**src/rtl/fft5_butterfly_pkg.sv**
```systemverilog
// Shared definitions for the FFT stage butterflies: default widths,
// twiddle scaling and the saturation helper used by every stage.
package fft5_butterfly_pkg;

    localparam int DW_DEFAULT = 16;
    localparam int TW_DEFAULT = 12;

    // Twiddles are Q7: 127 represents roughly 1.0.
    localparam int TW_SHIFT = 7;

    // Working width for the saturation helper, wide enough for any stage.
    localparam int SAT_W = 64;

    // Clamp a wide signed value to the range of a dw-bit signed number.
    function automatic logic signed [SAT_W-1:0] saturate(
        input logic signed [SAT_W-1:0] x,
        input int                      dw
    );
        logic signed [SAT_W-1:0] hi;
        logic signed [SAT_W-1:0] lo;
        hi = (64'sd1 <<< (dw - 1)) - 64'sd1;
        lo = -hi - 64'sd1;
        if (x > hi) begin
            return hi;
        end else if (x < lo) begin
            return lo;
        end
        return x;
    endfunction

endpackage

```
**src/rtl/fft5_cmul.sv**
```systemverilog
// Registered complex multiplier: bw = (b * w) >>> TW_SHIFT, one pipeline
// stage, advancing only when en is high. Truncation is toward -infinity.
module fft5_cmul
    import fft5_butterfly_pkg::*;
#(
    parameter int DW = DW_DEFAULT,
    parameter int TW = TW_DEFAULT
) (
    input  logic                 clk,
    input  logic                 rst_n,
    input  logic                 en,
    input  logic signed [DW-1:0] b_re,
    input  logic signed [DW-1:0] b_im,
    input  logic signed [TW-1:0] w_re,
    input  logic signed [TW-1:0] w_im,
    output logic signed [DW+TW:0] bw_re,
    output logic signed [DW+TW:0] bw_im
);

    localparam int MW = DW + TW;
    localparam int PW = DW + TW + 1;

    logic signed [MW-1:0] br_x, bi_x, wr_x, wi_x;
    logic signed [MW-1:0] rr, ii, ri, ir;
    logic signed [PW-1:0] p_re, p_im;

    // Sign-extend the operands, form the four partial products and combine
    // them one bit wider so the sum/difference can never wrap.
    always_comb begin
        br_x = {{TW{b_re[DW-1]}}, b_re};
        bi_x = {{TW{b_im[DW-1]}}, b_im};
        wr_x = {{DW{w_re[TW-1]}}, w_re};
        wi_x = {{DW{w_im[TW-1]}}, w_im};
        rr   = br_x * wr_x;
        ii   = bi_x * wi_x;
        ri   = br_x * wi_x;
        ir   = bi_x * wr_x;
        p_re = {rr[MW-1], rr} - {ii[MW-1], ii};
        p_im = {ri[MW-1], ri} + {ir[MW-1], ir};
    end

    // Register the rescaled product; holds while the pipeline is stalled.
    always_ff @(posedge clk or negedge rst_n) begin
        if (!rst_n) begin
            bw_re <= '0;
            bw_im <= '0;
        end else if (en) begin
            bw_re <= p_re >>> TW_SHIFT;
            bw_im <= p_im >>> TW_SHIFT;
        end
    end

endmodule

```
**src/rtl/fft5_butterfly.sv**
```systemverilog
// Radix-2 DIT butterfly for FFT stage 5: y0 = a + b*w, y1 = a - b*w.
// Three register stages (capture, multiply, combine) under one global
// enable so downstream backpressure freezes the whole pipeline.
module fft5_butterfly
    import fft5_butterfly_pkg::*;
#(
    parameter int DW    = DW_DEFAULT,
    parameter int TW    = TW_DEFAULT,
    parameter int SCALE = 0
) (
    input  logic                 clk,
    input  logic                 rst_n,
    input  logic                 in_valid,
    output logic                 in_ready,
    input  logic signed [DW-1:0] a_re,
    input  logic signed [DW-1:0] a_im,
    input  logic signed [DW-1:0] b_re,
    input  logic signed [DW-1:0] b_im,
    input  logic signed [TW-1:0] tw_re,
    input  logic signed [TW-1:0] tw_im,
    output logic                 out_valid,
    input  logic                 out_ready,
    output logic signed [DW-1:0] y0_re,
    output logic signed [DW-1:0] y0_im,
    output logic signed [DW-1:0] y1_re,
    output logic signed [DW-1:0] y1_im,
    output logic                 sat_flag
);

    localparam int PW = DW + TW + 1;
    localparam int SW = DW + TW + 2;

    logic                 en;
    logic                 v1, v2;
    logic signed [DW-1:0] a1_re, a1_im, b1_re, b1_im;
    logic signed [TW-1:0] w1_re, w1_im;
    logic signed [DW-1:0] a2_re, a2_im;
    logic signed [PW-1:0] bw_re, bw_im;
    logic [DW:0]          c0_re, c0_im, c1_re, c1_im;
    logic                 any_clamp;

    // The only thing that can stop the pipeline is a held output beat.
    assign en       = !(out_valid && !out_ready);
    assign in_ready = en;

    // a +/- bw at full width, optionally halved before saturation.
    function automatic logic signed [SW-1:0] combine(
        input logic signed [DW-1:0] a,
        input logic signed [PW-1:0] bw,
        input logic                 neg
    );
        logic signed [SW-1:0] ax;
        logic signed [SW-1:0] bx;
        logic signed [SW-1:0] r;
        ax = {{(SW-DW){a[DW-1]}}, a};
        bx = {{(SW-PW){bw[PW-1]}}, bw};
        r  = neg ? (ax - bx) : (ax + bx);
        if (SCALE != 0) begin
            r = r >>> 1;
        end
        return r;
    endfunction

    // Returns {clamped, value} so the caller can track saturation events.
    function automatic logic [DW:0] clamp_to_dw(input logic signed [SW-1:0] r);
        logic signed [SAT_W-1:0] wide;
        logic signed [SAT_W-1:0] lim;
        wide = {{(SAT_W-SW){r[SW-1]}}, r};
        lim  = saturate(wide, DW);
        return {lim != wide, lim[DW-1:0]};
    endfunction

    // S1: capture operands and twiddle; data loads on every advance.
    always_ff @(posedge clk or negedge rst_n) begin
        if (!rst_n) begin
            v1    <= 1'b0;
            a1_re <= '0;
            a1_im <= '0;
            b1_re <= '0;
            b1_im <= '0;
            w1_re <= '0;
            w1_im <= '0;
        end else if (en) begin
            v1    <= in_valid;
            a1_re <= a_re;
            a1_im <= a_im;
            b1_re <= b_re;
            b1_im <= b_im;
            w1_re <= tw_re;
            w1_im <= tw_im;
        end
    end

    fft5_cmul #(
        .DW(DW),
        .TW(TW)
    ) u_cmul (
        .clk   (clk),
        .rst_n (rst_n),
        .en    (en),
        .b_re  (b1_re),
        .b_im  (b1_im),
        .w_re  (w1_re),
        .w_im  (w1_im),
        .bw_re (bw_re),
        .bw_im (bw_im)
    );

    // S2: carry a and the valid bit alongside the multiplier stage.
    always_ff @(posedge clk or negedge rst_n) begin
        if (!rst_n) begin
            v2    <= 1'b0;
            a2_re <= '0;
            a2_im <= '0;
        end else if (en) begin
            v2    <= v1;
            a2_re <= a1_re;
            a2_im <= a1_im;
        end
    end

    // S3 datapath: sum/difference per component, then saturate.
    always_comb begin
        c0_re     = clamp_to_dw(combine(a2_re, bw_re, 1'b0));
        c0_im     = clamp_to_dw(combine(a2_im, bw_im, 1'b0));
        c1_re     = clamp_to_dw(combine(a2_re, bw_re, 1'b1));
        c1_im     = clamp_to_dw(combine(a2_im, bw_im, 1'b1));
        any_clamp = c0_re[DW] | c0_im[DW] | c1_re[DW] | c1_im[DW];
    end

    // S3 register: outputs, output valid and the sticky saturation flag,
    // which only counts clamps on real (valid) beats.
    always_ff @(posedge clk or negedge rst_n) begin
        if (!rst_n) begin
            out_valid <= 1'b0;
            y0_re     <= '0;
            y0_im     <= '0;
            y1_re     <= '0;
            y1_im     <= '0;
            sat_flag  <= 1'b0;
        end else if (en) begin
            out_valid <= v2;
            y0_re     <= c0_re[DW-1:0];
            y0_im     <= c0_im[DW-1:0];
            y1_re     <= c1_re[DW-1:0];
            y1_im     <= c1_im[DW-1:0];
            if (v2 && any_clamp) begin
                sat_flag <= 1'b1;
            end
        end
    end

endmodule

```
**config.mk**
```make
export PLATFORM = sky130hd
export DESIGN_NAME = fft5_butterfly
export DESIGN_NICKNAME = d
export VERILOG_FILES = /design/src/rtl/fft5_butterfly_pkg.sv /design/src/rtl/fft5_cmul.sv /design/src/rtl/fft5_butterfly.sv
export SDC_FILE = /design/constraint.sdc
export NUM_CORES = 2
export LEC_CHECK = 0
export ABC_CLOCK_PERIOD_IN_PS = 7450
export BUFFER_PORTS_ARGS = -buffer_cell sky130_fd_sc_hd__buf_2
export CAP_MARGIN = 25
export CORE_MARGIN = 4
export CORE_UTILIZATION = 60
export DETAILED_ROUTE_END_ITERATION = 7
export PLACE_DENSITY = 0.87
export RECOVER_POWER = 100
export REMOVE_ABC_BUFFERS = 1
export SLEW_MARGIN = 20
export SYNTH_ARGS = -nofsm -noshare
export SYNTH_HDL_FRONTEND = slang
export SYNTH_SLANG_ARGS = --single-unit
```
**constraint.sdc**
```tcl
create_clock -name clk -period 7.45 [get_ports clk]
set_input_delay 1.1175 -clock clk [delete_from_list [all_inputs] [get_ports clk]]
set_output_delay 1.1175 -clock clk [all_outputs]
set_load 0.1 [all_outputs]
```
**Word-level counts from Yosys, hierarchy flattened**

Index checks and enable logic that the tools add are counted.

- Word-level logic and storage cells: 69
- Bits of input ports: 92
- Bits in registers: 232
- Output and inout port bits: 67

- $mul: 4
- Bitwise operators: 4
- Magnitude comparators: 8
- Mux-type cells: 20
- Reduce and logical (&&, ||, !) cells: 5
- Equal/unequal tests: 4
- $add $sub $neg: 6

Operator list:

| kind | number |
|---|---|
| 64-bit two-way mux | 12 |
| 64-bit by 23-bit inequality test with 1-bit output | 4 |
| 16-bit by 12-bit multiplier with 28-bit output | 4 |
| 23-bit by 16-bit greater-than comparator with 1-bit output, second input constant | 4 |
| 23-bit by 16-bit less-than comparator with 1-bit output, second input constant | 4 |
| 16-bit by 22-bit adder with 23-bit output | 2 |
| 16-bit by 22-bit subtractor with 23-bit output | 2 |
| 28-bit by 28-bit adder with 29-bit output | 1 |
| 28-bit by 28-bit subtractor with 29-bit output | 1 |
| 1-bit two-way mux | 8 |
| 1-bit bitwise OR | 3 |
| 1-bit logical AND | 2 |
| 1-bit zero test | 2 |
| 2-bit AND reduction | 1 |
| 1-bit inverter | 1 |

**Logic depth before layout (Yosys ltp)**

- Depth in word-level cells: 11
- Depth in mapped cells: 27
- Depth with buffers taken out: 26

**Hierarchy**

From an unflattened synthesis, not the netlist that was laid out.

- Cells, all modules: 5,127
- Area total of the unflattened synthesis: 45,064.5 sq um

By module, submodules not included:

| module | area each (sq um) | times used | cells an instance | sequential area each (sq um) |
|---|---|---|---|---|
| fft5_cmul | 30,107.6 | 1 | 3,185 | 1,101.1 |
| fft5_butterfly | 14,956.8 | 1 | 1,942 | 4,704.5 |

**Worst setup path before layout**

Ideal clock, no wire load.

- Path kind: flip-flop to flip-flop
- From: register b1_im[15]
- To: register u_cmul.bw_re[21] (netlist name)
- Required time: 7,346 ps
- Period minus slack after synthesis: 6,803 ps
- Library setup time: 104 ps
- Data arrival time: 6,699 ps
- Buffers on the path: 1
- Setup slack: 647 ps
- Cell stages (with the launch flop): 26
- Path through: dfrtp_1 clkbuf_1 nand2_1 inv_1 fa_1 inv_1 fa_1 fa_1 fa_1 fa_1 fa_1 inv_1 fa_1 inv_1 ha_1 a21o_1 a21o_1 a21o_1 a21o_1 a21oi_1 nand2_1 a21oi_1 nor3_1 nor3_1 a211oi_1 a221oi_1

- Word-level cells in the longest chain between the ends: 2

Ends and longest elaborated chain:

| item | line | RTL |
|---|---|---|
| start, declared | fft5_butterfly.sv:35 | `logic signed [DW-1:0] a1_re, a1_im, b1_re, b1_im;` |
| start signal, assigned | fft5_butterfly.sv:88 | `b1_im <= b_im;` |
| 16-bit by 12-bit multiplier with 28-bit output | fft5_cmul.sv:35 | `ii = bi_x * wi_x;` |
| 28-bit by 28-bit subtractor with 29-bit output | fft5_cmul.sv:38 | `p_re = {rr[MW-1], rr} - {ii[MW-1], ii};` |

No other way between the ends.
A chain may end at the register's enable or synchronous reset.

**Worst setup path after layout**

- From: register w1_re[7]
- To: register u_cmul.bw_im[19]

- Word-level cells in the longest chain between the ends: 2

Ends and longest elaborated chain:

| item | line | RTL |
|---|---|---|
| start, declared | fft5_butterfly.sv:36 | `logic signed [TW-1:0] w1_re, w1_im;` |
| start signal, assigned | fft5_butterfly.sv:89 | `w1_re <= tw_re;` |
| 16-bit by 12-bit multiplier with 28-bit output | fft5_cmul.sv:37 | `ir = bi_x * wr_x;` |
| 28-bit by 28-bit adder with 29-bit output | fft5_cmul.sv:39 | `p_im = {ri[MW-1], ri} + {ir[MW-1], ir};` |
| end signal, assigned | fft5_cmul.sv:49 | `bw_im <= p_im >>> TW_SHIFT;` |
| end, declared | fft5_cmul.sv:17 | `output logic signed [DW+TW:0] bw_im` |

No other way between the ends.

==> metrics.csv <==
stage,metric,value,unit
outcome,status,"finished, violations left",
outcome,violations,"capacitance limit, slew limit",
synthesis,synth_seq_cells,232,
drt,viasPerCell,5.69,
synthesis,syn_inst,4574,
sta,max_freq,140,MHz
drt,initialDrtViolationCount,3029,
cts,cts_sinks,232,
cts,cts_made_buffers,31,
sta,relSlewSlack,-283,%
floorplanning,die_w,270,um
final_layout,final_area,0.0443,sq mm
synthesis,synth_edf_count,0,
final_layout,layout-drive-gt1-share,6.64,%
critical_path,rr_startpoint,w1_re[7],
drt,ant_nets,0,
drt,routedWlPerCell,19.5,um
cts,clk_pin_slew,0.07,ns
synthesis,async_flop_share,100,%
critical_path,start_kind,flip-flop,
place,dpl_cell_area,0.0433,sq mm
cts,insertion_delay,0.62,ns
critical_path,reg2reg_slack,0.30,ns
sta,clock_skew,0.0337,ns
synthesis,synth_area,0.0413,sq mm
drt,drc,0,
sta,setup_viol,0,
critical_path,critPathKind,flip-flop to flip-flop,
drt,vias,31583,
final_layout,antennaDiodeCount,0,
drt,first_pass_iters,6,
cts,cts.path.max_buffers,3,
sta,worst_slew_pin_slew,5.74,ns
place,post-dp-hpwl,86.5,mm
sta,period_share,96.0,%
sta,rsz0062_at_grt,false,
critical_path,critical_path_arrival,7.60,ns
synthesis,synth_area_per_cell,9.03,sq um
hold_path,min_from,v1,
grt,grt_overflow_total,0,
critical_path,end_kind,flip-flop,
sta,whs,0.467,ns
grt,grt_usage,30.6,%
final_layout,nets,5868,
place,numPortBuffers,158,
floorplanning,start_util,61.0,%
grt,grt_antenna_before_repair,0,
critical_path,worstReg2RegEnd,u_cmul.bw_im[19],
cts,tritoncts,yes,
sta,min_period,7.15,ns
synthesis,synthFlopType,dfrtp_1,
grt,grt_max_degree,177,
floorplanning,die_area,0.0731,sq mm
synthesis,ys_seq_area_share,14.1,%
sta,finalSetupTns,0,ns
floorplanning,rows,95,
hold_path,hold_path_end,v1,
final_layout,fill_cells,5056,
job,max_cap_violations,3,
hold_path,hold_depth,2,
critical_path,reg2reg_depth,26,
floorplanning,core_area,0.0676,sq mm
cts,cts_root_buf,clkbuf_16,
floorplanning,die_y,270,um
hold_path,holdCritPathClass,flip-flop to flip-flop,
grt,grt_pass1_vias,34445,
cts,ctsHoldBuffers,0,
sta,maxSlewViolCount,418,
floorplanning,num_io_pins,159,
grt,grt_pass1_wl,180,mm
drt,wirelength,108,mm
place,place.gp.congestion,0.924,
critical_path,crit_fanout,16,
synthesis,ys_types,73,
sta,hold_viol,0,
synthesis,synth_warnings,0,
final_layout,syn2layout_area_growth,7.20,%
cts,h-tree-depth,1,
critical_path,worstPathRequired,7.90,ns
cell usage after synthesis, types with 5 or more instances:
cell type	number	area share (%)
a211oi_1	30	0.55
a21o_1	45	0.82
a21oi_1	131	1.6
a22o_1	16	0.34
a31oi_1	7	0.11
and2_1	282	4.3
and3_1	8	0.12
and4_1	5	0.11
buf_2	9	0.11
clkbuf_1	212	1.9
dfrtp_1	232	14
fa_1	829	40
ha_1	291	8.8
inv_1	895	8.1
nand2_1	891	8.1
nand2b_1	44	0.67
nand3_1	26	0.32
nand4_1	12	0.18
nor2_1	151	1.4
nor2b_1	22	0.33
nor3_1	34	0.41
nor4_1	12	0.18
o211ai_1	8	0.15
o21a_1	26	0.47
o21ai_0	74	0.90
o21bai_1	19	0.35
o31ai_1	17	0.31
o41ai_1	5	0.11
or3_1	11	0.17
or4_1	10	0.18
xnor2_1	103	2.2
xor2_1	36	0.76
cell usage in the layout, fill, tap and decap left out, drive strengths merged, types with 4 or more instances in the layout:
cell type / netlist / layout
nor2b: 22 / 22
o2111ai: 4 / 4
a211oi: 32 / 32
or3: 11 / 11
and4: 5 / 5
nand4: 12 / 12
or2: 4 / 4
o31ai: 18 / 18
a21boi: 4 / 4
clkinvlp: 0 / 5
nand2b: 44 / 44
nor4: 12 / 12
nand3: 27 / 27
a21o: 45 / 45
clkinv: 0 / 7
o21ai: 74 / 74
o311ai: 4 / 4
xnor2: 103 / 103
a21oi: 131 / 131
o22ai: 4 / 4
nor2: 151 / 151
o21a: 26 / 26
a31oi: 7 / 7
fa: 829 / 829
buf: 17 / 205
and3: 8 / 8
dfrtp: 232 / 232
o211ai: 8 / 8
or4: 10 / 10
o41ai: 6 / 6
xor2: 36 / 36
ha: 291 / 291
inv: 897 / 907
a22o: 16 / 16
a41o: 4 / 4
and2: 282 / 282
nand2: 891 / 891
nor3: 34 / 34
clkbuf: 212 / 106
o21bai: 19 / 19
registers in the layout, indices dropped and copies added (netlist names), 16 cells and up:
name          flops
y1_re            16
u_cmul.bw_re     22
a1_re            16
b1_re            16
y0_im            16
b1_im            16
y0_re            16
a2_re            16
u_cmul.bw_im     22
a1_im            16
y1_im            16
a2_im            16
metal layers:
layer / GRT usage, % / vias up / share of wire [%]
met5: 0 / - / 0
met4: 15.6 / 0 / 6.5
met3: 5.49 / 356 / 9.1
met2: 47.7 / 1578 / 46
met1: 41.5 / 15746 / 38
li1: - / 13903 / -
cell families (layout without fill, tap and decap cells):
kind of cell / Yosys count / after routing / share of synthesized area [%]
AO/OA/AOI/OAI: 433 / 433 / 6.94
flip-flops: 232 / 232 / 14.1
adder cells (fa/ha/maj): 1120 / 1120 / 49.0
AND/OR/NAND/NOR: 1521 / 1521 / 16.7
buffers and inverters: 1126 / 1233 / 10.3
XOR/XNOR: 139 / 139 / 2.95
multiplexers: 3 / 3 / 0.0727
how the worst max path moves through the flow:
stage / start / to / slack (ns) / cells past startpoint
4_1_cts: b1_re[12] / u_cmul.bw_im[19] / 0.04 / 25
3_5_place_dp: b1_re[5] / u_cmul.bw_im[12] / -0.38 / 24
6_report: w1_re[7] / u_cmul.bw_im[19] / 0.30 / 26
3_3_place_gp: w1_re[2] / u_cmul.bw_im[12] / -0.16 / 25
5_1_grt: b1_im[12] / u_cmul.bw_im[19] / 0.02 / 23
2_1_floorplan: out_ready / y0_im[14] / -8.38 / 4
per-stage QoR:
| step | setup slack [ns] | instances | utilization (%) |
|---|---|---|---|
| after floorplan | -8.38 | 4345 | - |
| after global placement | -0.156 | 5492 | 64.0 |
| after detailed placement | -0.375 | 5492 | 64.0 |
| after CTS | 0.0423 | 5550 | 65.5 |
| after global routing | 0.0190 | 5554 | 65.4 |
| final | 0.296 | 5554 | 65.4 |
critical path, cell delays in order, from the launching register on:
cell and delay [ns]:
dfrtp_2 0.51, buf_4 0.27, and2_1 0.20, fa_1 0.50
inv_1 0.05, fa_1 0.53, inv_1 0.05, fa_1 0.47
fa_1 0.51, fa_1 0.43, fa_1 0.50, inv_1 0.06
fa_1 0.47, inv_1 0.04, ha_1 0.31, o21a_1 0.13
o21a_1 0.13, a21boi_0 0.25, nor2_1 0.07, o21ai_1 0.19
a22oi_1 0.13, buf_4 0.19, o21a_1 0.26, o211ai_1 0.31
a21oi_2 0.13, xor2_1 0.17, o21ai_0 0.10
layout make-up:
| type | count | area [sq um] | share of cell area [%] |
|---|---|---|---|
| Timing Repair Buffer | 278 | 1670 | 3.77 |
| Clock buffer | 34 | 797 | 1.80 |
| Clock inverter | 24 | 248 | 0.560 |
| Sequential cell | 232 | 5850 | 13.2 |
| Inverter | 897 | 3370 | 7.62 |
| Multi-Input combinational cell | 3216 | 31200 | 70.6 |
| Tap cell | 873 | 1090 | 2.47 |
what timing repair did:
| action | in CTS | in global routing |
|---|---|---|
| buffers inserted | 0 | 3 |
| resized for setup | 7 | 31 |
| pin swaps | 0 | 2 |
| endpoints found under the setup margin | 3 | 15 |
Power is not shown: default switching activity piles up to over one toggle a cycle in this logic, so the estimate is an artifact.
